`src/rtl/led_show_scheduler.sv`:
```
// led_show_scheduler: fixed-priority owner arbitration of the 16-bit LED bar with a tick-paced pattern player
//   clk       system clock
//   rst       asynchronous active-high reset
//   cube_num  cube count shown as a bar graph while idle
//   req       level requests: [0] chase, [1] blink, [2] checker (checker highest)
//   grant     one-hot current owner, 000 when idle
//   busy      high in RUN or DONE
//   done      one-cycle pulse when a grant completes
//   led       LED bar drive
// Optional: define LED_SHOW_PREEMPT_EN to let a higher-priority request abort a running pattern.
module led_show_scheduler #(
   parameter int TICK_DIV   = 10_000_000,
   parameter int HOLD_TICKS = 8,
   parameter int CNT_W      = 24
) (
   input  logic        clk,
   input  logic        rst,
   input  logic [6:0]  cube_num,
   input  logic [2:0]  req,
   output logic [2:0]  grant,
   output logic        busy,
   output logic        done,
   output logic [15:0] led
);
   localparam int SW = $clog2(HOLD_TICKS + 1);
   typedef enum logic [1:0] {IDLE, RUN, DONE} state_t;
   state_t state, state_n;
   logic [2:0] grant_n, top;
   logic [CNT_W-1:0] tcnt, tcnt_n;
   logic [SW-1:0] step, step_n;
   logic [15:0] led_n, therm, init, adv;
   logic tick, preempt;
   always_ff @(posedge clk or posedge rst) begin
      if (rst) begin
         state <= IDLE;
         grant <= 3'b000;
         tcnt  <= '0;
         step  <= '0;
         led   <= 16'h0000;
      end else begin
         state <= state_n;
         grant <= grant_n;
         tcnt  <= tcnt_n;
         step  <= step_n;
         led   <= led_n;
      end
   end
   always_comb begin
      top   = req[2] ? 3'b100 : req[1] ? 3'b010 : req[0] ? 3'b001 : 3'b000;
      therm = cube_num >= 7'd16 ? 16'hFFFF : 16'((17'd1 << cube_num[3:0]) - 17'd1);
      init  = top[2] ? 16'hAAAA : top[1] ? 16'hFFFF : 16'h0001;
      // chase rotates; blink and checker alternate with their complement
      adv   = grant[0] ? {led[14:0], led[15]} : ~led;
      tick  = tcnt == CNT_W'(TICK_DIV - 1);
`ifdef LED_SHOW_PREEMPT_EN
      // one-hot values compare in priority order
      preempt = state == RUN && top > grant;
`else
      preempt = 1'b0;
`endif
      state_n = state;
      grant_n = grant;
      tcnt_n  = '0;
      step_n  = step;
      led_n   = led;
      if (preempt) begin
         grant_n = top;
         step_n  = '0;
         led_n   = init;
      end else if (state == IDLE) begin
         step_n = '0;
         if (|req) begin
            state_n = RUN;
            grant_n = top;
            led_n   = init;
         end else
            led_n = therm;
      end else if (state == RUN) begin
         tcnt_n = tick ? '0 : tcnt + CNT_W'(1);
         if (tick && step == SW'(HOLD_TICKS - 1))
            state_n = DONE;
         else if (tick) begin
            step_n = step + SW'(1);
            led_n  = adv;
         end
      end else begin
         state_n = IDLE;
         grant_n = 3'b000;
         step_n  = '0;
      end
   end
   always_comb begin
      busy = state != IDLE;
      done = state == DONE;
   end
endmodule

```
`config.mk`:
```
export PLATFORM = sky130hd
export DESIGN_NAME = led_show_scheduler
export DESIGN_NICKNAME = d
export VERILOG_FILES = /design/src/rtl/led_show_scheduler.sv
export SDC_FILE = /design/constraint.sdc
export NUM_CORES = 1
export LEC_CHECK = 0
export ABC_CLOCK_PERIOD_IN_PS = 2200
export BUFFER_PORTS_ARGS = -buffer_cell sky130_fd_sc_hd__buf_2
export CAP_MARGIN = 25
export CORE_ASPECT_RATIO = 1.75
export CORE_MARGIN = 1
export CORE_UTILIZATION = 49
export DETAILED_ROUTE_END_ITERATION = 10
export PLACE_DENSITY = 0.82
export SLEW_MARGIN = 10
export SYNTH_ARGS = -nofsm -noshare
export SYNTH_HDL_FRONTEND = slang
export SYNTH_SLANG_ARGS = --single-unit
```
`constraint.sdc`:
```
create_clock -name clk -period 2.2 [get_ports clk]
set_input_delay 0.22 -clock clk [delete_from_list [all_inputs] [get_ports clk]]
set_output_delay 0.22 -clock clk [all_outputs]
set_load 0.1 [all_outputs]
```
==> flow_metrics.tcl <==
set metrics [dict create \
    clock_latency_ns 0.31 \
    rsz0062_at_grt "yes" \
    synth_area_per_cell_um2 8.37 \
    cts_sinks 49 \
    synthFlopType "dfrtp_1" \
    yosysSeqAreaShare_pct 41.7 \
    overflow 0 \
    synthXorXnorAreaFrac_pct 7.45 \
    drv_cap 0 \
    final-max-slew-violation-count 0 \
    drc 0 \
    max_freq_mhz 445 \
    final_nets 422 \
    rows 37 \
    setup_viol 16 \
    setup_ws_ns -0.0483 \
    yosys_warnings 0 \
    power_frac_clock_pct 31.6 \
    ios 33 \
    synth-edff-count 0 \
    tightestPinTransition_ns 0.784 \
    grt_pass1_vias 2621 \
    die_w_um 60.5 \
    vias_per_cell 5.87 \
    ir_drop_v 0.000412 \
    pwr-share-comb_pct 24.3 \
    hold_slack_ns 0.231 \
    start_util_pct 50.4 \
    seqPwrFrac_pct 44.0 \
    netlist_area_um2 2940 \
    post-dp-hpwl_um 5450 \
    cp_max_fo 6 \
    synthMuxAreaShare_pct 1.36 \
    diodes 0 \
    dr_total_vias 2851 \
    synth-seq-cells 49 \
    antenna_found_initial 0 \
    cpMaxStageDelayCell "or4b_1" \
    synth_top_family_by_area "simple AND/OR/NAND/NOR gates" \
    grt_use_total_pct 25.3 \
    routabilityCongestion 0.943 \
    drt_iter0_drc 196 \
    die_h_um 104 \
    synth-compound-area-share_pct 16.3 \
    ys_types 55 \
    reg2reg_to "tcnt[11]" \
    outcome "complete, but fails checks" \
    finalHoldViolations 0 \
    finalNonFillerCells 486 \
    regToRegStartpoint "tcnt[16]" \
    hold_depth 3 \
    placed_cells 468 \
    h-tree-depth 2 \
    fin_crit_sh_pct 102 \
    grt_max_degree 24 \
    cts_buffers 5 \
    switching_share_pct 31.0 \
    p_leak_uw 0.00156 \
    syn_nets 366 \
    r2r_setup_slack_ns -0.05 \
    netlist_instances 351 \
    power.density_nw_per_um2 644 \
    critPathArrivalTime_ns 2.45 \
    max_slew_margin_pct 47.2 \
    start_kind "flop" \
    finalWirelength_um 7850 \
    clk_pin_slew_worst_paths_ns 0.09 \
    end_kind "flop" \
    area_growth_syn_to_layout_pct 26.3 \
    p_sw_uw 742 \
    fill_cells 497 \
    dieArea_um2 6320 \
    r2r_cells 7 \
    violations "negative setup slack" \
    firstDrtPassIters 6 \
    finalWorstPathRequiredPeriod_ns 2.25 \
    p_int_uw 1650 \
    async_reset_ff_share_pct 100 \
    clockBufferDepth 2 \
    core_area_um2 5830 \
    hold_start "req[2]" \
    worstPathRequired_ns 2.40 \
    io_buffers 32 \
    crit_chain "or4b_1 > or4_4 > buf_6 > nor2_4 > or2_4 > clkbuf_16 > nor2_1" \
    yosys.area_share.adder_pct 1.28 \
    synthSimpleGateAreaFrac_pct 27.0 \
    hold_path_class "in -> reg" \
    final_cell_mix "49 x nor2_1, 49 x dfrtp_1, 35 x nand2_1" \
    grt_pass1_wl_um 12100 \
    wl_per_cell_um 16.2 \
    cts_root_buf "clkbuf_8" \
    antenna_left 0 \
    holdPathEnd "grant[2]" \
    critPathKind "reg -> reg" \
    slowest_delay_ns 0.53 \
    cts_tree "yes" \
    finClkSkew_ns 0.0124 \
    drive_gt1_share_pct 26.5 \
]
-- power groups by stage --
stage / logic (uW) / registers, uW / clock network, uW
6_report: 582 / 1050 / 756
4_1_cts: 541 / 1050 / 770
3_5_place_dp: 540 / 1070 / 0
2_1_floorplan: 252 / 1200 / 0
3_3_place_gp: 527 / 1060 / 0
5_1_grt: 636 / 1060 / 802
-- flip-flops by register name (all words and copies together), names as in the netlist --
register	count
tcnt	24
led	16
step	4
grant	3
state	2
-- synth_stat cells, drive strengths merged, types with 3 or more instances --
| cell type | instances | area, um2 |
|---|---|---|
| xor2 | 5 | 43.8 |
| clkbuf | 14 | 52.6 |
| nor2b | 3 | 18.8 |
| a21oi | 22 | 110 |
| mux2i | 4 | 40.0 |
| o21ai | 24 | 120 |
| nor4 | 4 | 25.0 |
| nand2 | 35 | 131 |
| inv | 10 | 37.5 |
| o211ai | 6 | 45.0 |
| nand2b | 6 | 37.5 |
| xnor2 | 20 | 175 |
| ha | 3 | 37.5 |
| nor2 | 61 | 229 |
| buf | 7 | 53.8 |
| nand3 | 12 | 60.1 |
| or2 | 3 | 18.8 |
| nand4 | 5 | 31.3 |
| or3 | 4 | 26.3 |
| nor4b | 3 | 26.3 |
| nor3 | 16 | 96.4 |
| dfrtp | 49 | 1230 |
-- logic make-up after synthesis --
| kind of cell | count (synthesis) |
|---|---|
| flops | 49 |
| xor+xnor | 25 |
| buf+inv | 31 |
| fa+ha+maj | 3 |
| compound gates | 76 |
| simple gates | 163 |
| mux | 4 |
-- layout make-up --
class	count	area [um2]	area share, %
timing repair buffer	70	510	13.8
clock buffer	5	68.8	1.85
sequential	49	1230	33.0
clock inverter	3	65.1	1.75
tap	78	97.6	2.63
multi-input combinational	271	1710	46.0
inverter	10	37.5	1.01
-- routing by layer --
| metal | global-route usage (%) | routed length [um] | vias up |
|---|---|---|---|
| met1 | 27.2 | 2830 | 1363 |
| met4 | 16.2 | 397 | 0 |
| met3 | 4.85 | 305 | 33 |
| met5 | 0 | 0 | - |
| met2 | 42.9 | 4320 | 117 |
| li1 | - | - | 1338 |
-- worst max-delay path: cells and delay by family (launching register included) --
family                 cells  cell delay [ns]
buffers and inverters      2             0.37
flip-flops                 1             0.40
AND/OR/NAND/NOR            5             1.36
-- through the flow --
step / area, um2 / setup WS (ns) / total power, uW / TNS [ns] / util [%]
after floorplan: 2950 / -0.117 / 1450 / -0.301 / -
after global placement: 3320 / -0.0974 / 1590 / -0.220 / 56.8
after detailed placement: 3320 / -0.125 / 1610 / -0.840 / 56.8
after CTS: 3490 / -0.000115 / 2360 / -0.000115 / 59.8
after global routing: 3710 / -0.106 / 2500 / -1.69 / 63.6
final: 3710 / -0.0483 / 2390 / -0.452 / 63.6
-- worst max-delay path by stage --
stage | startpoint | endpoint | slack [ns] | depth (start not counted)
after global placement | tcnt[16] | led[1] | -0.1 | 5
after global routing | tcnt[16] | led[7] | -0.11 | 6
final | tcnt[16] | tcnt[11] | -0.05 | 7
after floorplan | tcnt[17] | led[13] | -0.12 | 6
after CTS | tcnt[16] | led[2] | -0.0001 | 5
after detailed placement | tcnt[16] | led[1] | -0.12 | 5
-- what timing repair did --
action,CTS,global route
gates resized for setup,8,30
hold buffers,1,0
cloned,0,3
endpoints found under the hold margin,19,0
endpoints found under the setup margin,32,39
pin swaps,2,12
buffers inserted,0,6
Note: power is estimated with default switching activity, not from simulation.
